--- src/rtl/sample_window_buffer.sv ---
// rtl/sample_window_buffer.sv - pairs RS232 bytes into samples, streams sliding windows (optional SAMPLE_WIN_DROP_CNT_EN)
module sample_window_buffer #(
    parameter int DEPTH  = 40,
    parameter int HOP    = 8,
    parameter int DATA_W = 16
) (
    input  logic              avm_clk,
    input  logic              avm_rst,
    input  logic [7:0]        i_byte,
    input  logic              i_byte_valid,
    output logic              o_byte_ready,
    output logic              o_win_start,
    output logic [DATA_W-1:0] o_data,
    output logic              o_valid,
    input  logic              i_ready,
    output logic              o_last,
    output logic              o_filled,
    output logic [7:0]        o_drop_cnt
);

    localparam int PTR_W = (DEPTH > 1) ? $clog2(DEPTH) : 1;
    localparam int CNT_W = $clog2(DEPTH + 1);
    localparam int HOP_W = $clog2(HOP + 1);

    localparam logic [PTR_W-1:0] LAST_PTR  = PTR_W'(DEPTH - 1);
    localparam logic [CNT_W-1:0] FULL_CNT  = CNT_W'(DEPTH);
    localparam logic [CNT_W-1:0] ALMOST    = CNT_W'(DEPTH - 1);
    localparam logic [HOP_W-1:0] HOP_LAST  = HOP_W'(HOP - 1);

    typedef enum logic [1:0] {
        S_COLLECT,
        S_START,
        S_STREAM
    } state_t;

    state_t state, state_next;

    logic [DATA_W-1:0] mem [DEPTH];
    logic [PTR_W-1:0]  wr_ptr;
    logic [PTR_W-1:0]  wr_ptr_nxt;
    logic [PTR_W-1:0]  rd_ptr;
    logic [PTR_W-1:0]  beat_cnt;
    logic [CNT_W-1:0]  fill_cnt;
    logic [HOP_W-1:0]  hop_cnt;
    logic [7:0]        hi_byte;
    logic              phase_lo;

    logic collecting;
    logic sample_wr;
    logic window_due;
    logic beat_take;

    // Byte acceptance only depends on the state register, so the write path stays acyclic.
    assign collecting = (state == S_COLLECT);
    assign sample_wr  = i_byte_valid && collecting && phase_lo;
    assign wr_ptr_nxt = (wr_ptr == LAST_PTR) ? '0 : wr_ptr + 1'b1;
    assign window_due = sample_wr &&
                        ((fill_cnt == ALMOST) || (o_filled && (hop_cnt == HOP_LAST)));
    assign beat_take  = o_valid && i_ready;
    assign o_filled   = (fill_cnt == FULL_CNT);
    assign o_data     = o_valid ? mem[rd_ptr] : '0;

    // State register.
    always_ff @(posedge avm_clk) begin
        if (avm_rst) begin
            state <= S_COLLECT;
        end else begin
            state <= state_next;
        end
    end

    // Next-state and handshake outputs.
    always_comb begin
        state_next   = state;
        o_byte_ready = 1'b0;
        o_win_start  = 1'b0;
        o_valid      = 1'b0;
        o_last       = 1'b0;
        case (state)
            S_COLLECT: begin
                o_byte_ready = !avm_rst;
                if (window_due) begin
                    state_next = S_START;
                end
            end
            S_START: begin
                o_win_start = 1'b1;
                state_next  = S_STREAM;
            end
            S_STREAM: begin
                o_valid = 1'b1;
                o_last  = (beat_cnt == LAST_PTR);
                if (i_ready && (beat_cnt == LAST_PTR)) begin
                    state_next = S_COLLECT;
                end
            end
            default: begin
                state_next = S_COLLECT;
            end
        endcase
    end

    // Sample storage; contents are don't-care after reset since fill_cnt gates use.
    always_ff @(posedge avm_clk) begin
        if (sample_wr && !avm_rst) begin
            mem[wr_ptr] <= DATA_W'({hi_byte, i_byte});
        end
    end

    // Byte pairing, write pointer, fill and hop bookkeeping.
    always_ff @(posedge avm_clk) begin
        if (avm_rst) begin
            hi_byte  <= '0;
            phase_lo <= 1'b0;
            wr_ptr   <= '0;
            fill_cnt <= '0;
            hop_cnt  <= '0;
        end else begin
            if (i_byte_valid && collecting) begin
                phase_lo <= !phase_lo;
                if (!phase_lo) begin
                    hi_byte <= i_byte;
                end
            end
            if (sample_wr) begin
                wr_ptr <= wr_ptr_nxt;
                if (!o_filled) begin
                    fill_cnt <= fill_cnt + 1'b1;
                end else begin
                    hop_cnt <= hop_cnt + 1'b1;
                end
            end
            if (state == S_START) begin
                hop_cnt <= '0;
            end
        end
    end

    // Read pointer and beat counter: latched at window trigger, advanced per handshake.
    always_ff @(posedge avm_clk) begin
        if (avm_rst) begin
            rd_ptr   <= '0;
            beat_cnt <= '0;
        end else if (window_due) begin
            rd_ptr   <= wr_ptr_nxt;
            beat_cnt <= '0;
        end else if (beat_take) begin
            rd_ptr   <= (rd_ptr == LAST_PTR) ? '0 : rd_ptr + 1'b1;
            beat_cnt <= beat_cnt + 1'b1;
        end
    end

`ifdef SAMPLE_WIN_DROP_CNT_EN
    logic [7:0] drop_cnt;

    // Count cycles where the sender offered a byte we could not take; saturates.
    always_ff @(posedge avm_clk) begin
        if (avm_rst) begin
            drop_cnt <= '0;
        end else if (i_byte_valid && !o_byte_ready && (drop_cnt != 8'hFF)) begin
            drop_cnt <= drop_cnt + 1'b1;
        end
    end

    assign o_drop_cnt = drop_cnt;
`else
    assign o_drop_cnt = '0;
`endif

endmodule
--- config.mk ---
export PLATFORM = sky130hd
export DESIGN_NAME = sample_window_buffer
export DESIGN_NICKNAME = d
export VERILOG_FILES = /design/src/rtl/sample_window_buffer.sv
export SDC_FILE = /design/constraint.sdc
export NUM_CORES = 1
export LEC_CHECK = 0
export BUFFER_PORTS_ARGS = -buffer_cell sky130_fd_sc_hd__buf_2
export CORE_ASPECT_RATIO = 1.4
export CORE_MARGIN = 2
export CORE_UTILIZATION = 50
export DETAILED_ROUTE_END_ITERATION = 8
export PLACE_DENSITY = 0.77
export SLEW_MARGIN = 30
export SYNTH_ARGS = -nofsm -noshare
export SYNTH_HDL_FRONTEND = slang
export SYNTH_SLANG_ARGS = --single-unit
--- constraint.sdc ---
create_clock -name avm_clk -period 2.2 [get_ports avm_clk]
set_input_delay 0.11 -clock avm_clk [delete_from_list [all_inputs] [get_ports avm_clk]]
set_output_delay 0.11 -clock avm_clk [all_outputs]
set_load 0.01 [all_outputs]
## After elaboration in Yosys (flattened, before gate mapping)

Memories as Yosys holds them, arrays and structs flattened. A register that Yosys moved wholly into a read port is not among the register bits.
Index checks and enable logic that the tools add are counted.

- Add/subtract/negate cells: 5
- Equality and inequality tests: 10
- Mux-type cells: 16
- Bitwise operators: 2
- Reductions and logical operators: 18

Operator list:

| operator | count |
|---|---|
| $mux W6 | 6 |
| $eq A6 B6 Y1 const B | 5 |
| $add A6 B1 Y6 const B | 4 |
| $mux W16 | 1 |
| $reduce_and A2 Y1 | 4 |
| $logic_and A1 B1 Y1 | 7 |
| $mux W1 | 6 |
| $pmux W2 S3 | 1 |
| $add A4 B1 Y4 const B | 1 |
| $eq A4 B3 Y1 const B | 1 |
| $mux W2 | 2 |
| $reduce_or A2 Y1 | 2 |
| $eq A2 B1 Y1 const B | 1 |
| $eq A2 B2 Y1 const B | 1 |
| $logic_not A1 Y1 | 2 |
| $logic_not A2 Y1 | 1 |
| $ne A2 B1 Y1 const B | 1 |
| $ne A2 B2 Y1 const B | 1 |
| $not A1 Y1 | 2 |
| $reduce_bool A2 Y1 | 1 |
| $logic_or A1 B1 Y1 | 1 |

- Register bits after elaboration: 39
- Memory bits (writable): 640
- Input port bits: 12
- Output and inout port bits: 29
- Word-level logic and storage cells: 60
- Memories kept: 1

Memories:

| name | depth | width | read ports | clocked after Yosys merged registers in | wr ports | line | RTL |
|---|---|---|---|---|---|---|---|
| mem | 40 | 16 | 1 | 1 | 1 | 38 | `logic [DATA_W-1:0] mem [DEPTH];` |

## Longest topological paths before layout

- Depth after elaboration: 7
- Depth in mapped cells: 8
- Depth with buffers taken out: 7

## Worst setup path before layout

No wires, ideal clock.

- Kind: register to register
- Start point: reg state[1]
- End point: mem mem[31][0] (enable)
- Setup time: 0.389 ns
- Data arrival time: 1.942 ns
- Required time: 1.811 ns
- Path slack: -0.131 ns
- Stages on the path, launching flop included: 7
- Path buffers: 2
- Clock period less this slack: 2.331 ns
- Path through: dfxtp_1 -> nor3b_2 -> and2_1 -> buf_2 -> buf_2 -> nand4_1 -> nor2_1

- Word-level cells in the longest chain between the ends: 6

RTL lines:

| item | line | RTL |
|---|---|---|
| start: declaration | 36 | `state_t state, state_next;` |
| start signal: assignment | 68 | `state <= state_next;` |
| $logic_not A2 Y1 | 54 | `assign collecting = (state == S_COLLECT);` |
| $logic_and A1 B1 Y1 (2 in a row) | 55 | `assign sample_wr = i_byte_valid && collecting && phase_lo;` |
| $logic_and A1 B1 Y1 | 105 | `if (sample_wr && !avm_rst) begin` |
| $mux W1 | 105 |  |
| $mux W1 (not written as such) | 106 | `mem[wr_ptr] <= DATA_W'({hi_byte, i_byte});` |
| end: declaration | 38 |  |

No other way between the ends.

==> metrics.txt <==
commonest non-fill, non-tap cell in the layout edfxtp_1; Mapped Area 27,000 um^2; post-route non-filler standard cell count 2,452; CTS H-tree depth 2; syn_area_per_cell 18.5 um^2; static leakage 10.5 nW; GRT Util Overall 24.4%; final hold slack 0.0625 ns; Yosys cell types 55; number of routed nets with antenna violations 0; Initial Util 50.7%; Worst Path Max Fanout 8; Post-synth EDFFs 640; synthesis warning total 0; setup tns final -8.38 ns; detailed-route wire length per cell 28.1 um; final worst slack -0.570 ns; DP Cell Count 2,309; largest net degree at the start of global routing 42; setup violators final 16; failing checks setup timing; WP data required 2.09 ns; Int Pwr 20.4 mW; GR Overflow Total 0; Setup Crit Path Kind reg -> out; register area share after synthesis 74.6%; Layout fillers 3,420; Die Wd 200 um; crit path capture type output pin; layout cells sized above 1 31.9%; Mapped Cells 1,461; R2R cell count 7; share of total power in the clock network 41.8%; hold crit path type in -> reg; Clock Path Buffers 3; FMAX 361 MHz; # DRC 0; chip height 279 um; port bufs 32; maxcap violations 0; Area growth syn-to-layout 21.4%; total power 25.1 mW; final WL 69.0 mm; vias in the first global route 15,400; first-pass GRT wire length 101 mm; register share of total power 56.7%; Clk Latency, worst-skew pair 0.59 ns; Pins Over Slew Limit 0; crit path DAT 2.66 ns; Switching Fraction 18.9%; via count 15,400; asr flop ratio synth 0%; initial antenna violation count 1; Comb pwr share 1.5%; vias per cell 6.27; most frequent cells in the layout edfxtp_1, buf_4, mux2i_1, mux4_2, nor2_1; I/O pins 41; CTS Root Cell clkbuf_16; Slew HR 34.5%; First-pass DRT Iterations 6; Core ar. 53,200 um^2; P_sw 4.75 mW; CTS Sinks 685; final HPWL from detailed placement 39.5 mm; Layout Nets 1,711; gp weighted congestion 0.841; Worst setup SP type register; pwr/cell area 768 nW/um^2; Worst-path clk slew 0.07 ns; CTS tree done; First DRT Iteration DRCs 1,806; Hold Path Depth 1; # rows 100; final hold vios 0; die area 55,800 um^2; status finished with violations; peak supply drop 823 uV; unrepaired setup endpoints after global routing yes; TritonCTS Buffers 54; Post-synth top flop edfxtp_1; worst-case clock skew 0.0141 ns; Worst Tran Pin Value 0.982 ns; number of synthesized register bits 685; fin crit share 126%; crit path time final 2.77 ns
## kinds of logic after synthesis
logic type | after synthesis | synth area share [%]
multiplexers | 260 | 14.2
buffers and inverters | 96 | 2.07
XOR/XNOR | 17 | 0.552
AND/OR/NAND/NOR | 242 | 4.11
adder cells (fa/ha/maj) | 6 | 0.278
AO/OA/AOI/OAI | 154 | 4.16
other | 1 | 0.0139
flip-flops | 685 | 74.6
## per-stage QoR
step / setup WS, ns / instance area [um^2] / utilization [%]
final: -0.570 / 32700 / 61.6
after global routing: -0.613 / 32700 / 61.6
after CTS: -0.528 / 32400 / 60.9
after detailed placement: -0.183 / 29500 / 55.5
after global placement: -0.178 / 29500 / 55.5
after floorplan: -0.131 / 27000 / -
## final cells by class
cell class | instances | area, um^2 | share of cell area [%]
repair buffers | 260 | 2870 | 8.75
inverters | 5 | 18.8 | 0.0573
diodes | 1 | 2.50 | 0.00764
well taps | 714 | 893 | 2.73
flip-flops and latches | 685 | 20100 | 61.5
clock buffers | 67 | 1440 | 4.40
multi-input cells | 687 | 6920 | 21.1
clock inverters | 33 | 473 | 1.44
## synthesized netlist by cell type, types with 2 or more instances
library cell    n  share of area [%]
edfxtp_1      640                 71
mux2i_1       147                5.5
mux4_2         96                8.0
nor2_1         89                1.2
nand2_1        76                1.1
dfxtp_1        45                3.3
buf_4          27               0.75
buf_2          24               0.45
clkbuf_1       24               0.33
a21oi_1        22               0.41
nor3_1         21               0.39
o21ai_0        19               0.35
mux2_2         17               0.71
o22ai_1        17               0.39
a22oi_1        16               0.45
o221ai_1       16               0.52
o2111ai_1      15               0.49
o211a_1        15               0.56
o31ai_1        15               0.42
xor2_1         12               0.39
buf_6           9               0.38
nand4_1         9               0.21
a211oi_1        7               0.19
buf_1           7              0.097
nand3_1         7               0.13
ha_1            6               0.28
inv_1           5              0.070
nand2b_1        5               0.12
nor2b_1         5               0.12
xnor2_1         5               0.16
a311oi_1        4               0.13
or3_1           4              0.093
and3_1          3              0.070
nand3b_1        3              0.084
or2_2           3              0.070
and2_1          2              0.046
nand4b_1        2              0.065
nor3b_1         2              0.056
nor3b_2         2              0.093
nor4_1          2              0.046
o21ai_1         2              0.037
## worst max-delay path, cell delays in order (launching register included)
cell and delay [ns]:
dfxtp_4 0.38, buf_12 0.14, buf_12 0.15, buf_16 0.16
mux2_4 0.20, o211ai_1 0.15, a32o_2 0.31, a2111oi_4 0.28
buf_4 0.19, buf_6 0.10
## power groups by stage
stage	Clock [mW]	Combinational, mW	Sequential [mW]
6_report	10.5	0.371	14.3
5_1_grt	11.0	0.391	14.2
4_1_cts	10.5	0.357	14.3
3_5_place_dp	0	0.347	14.5
3_3_place_gp	0	0.326	14.5
2_1_floorplan	0	0.0822	14.6
## layer usage
metal,global-route usage [%],up-vias,wire length [um]
met5,0,-,0
met4,10.2,0,3050
met3,2.92,162,6050
met2,43.4,1044,36300
met1,30.4,7857,23600
li1,-,6312,-
## final timing paths
| path | startpoint | slack, ns | endpoint |
|---|---|---|---|
| worst max register to register | state[1] | 0.08 | register |
| worst min-delay path | i_byte[2] | 0.06 | mem[7][2] |
| worst max-delay path | register | -0.57 | o_data[14] |
| worst min register to register | hi_byte[1] | 0.46 | hi_byte[1] |
## registers in the layout, indices dropped and copies added, names as in the netlist, named ones only
name and count:
hi_byte 8, rd_ptr 6, state 2, mem 640, fill_cnt 6, wr_ptr 6, hop_cnt 4, phase_lo 1
beat_cnt 6
## repair_timing
action,4_1_cts,5_1_grt
setup endpoints to repair,16,58
hold buffers,4,0
resized for setup,99,45
endpoints found under the hold margin,13,0
setup buffers,21,8
pin swaps,32,17
gates cloned,7,2
(Power assumes the default switching activity.)
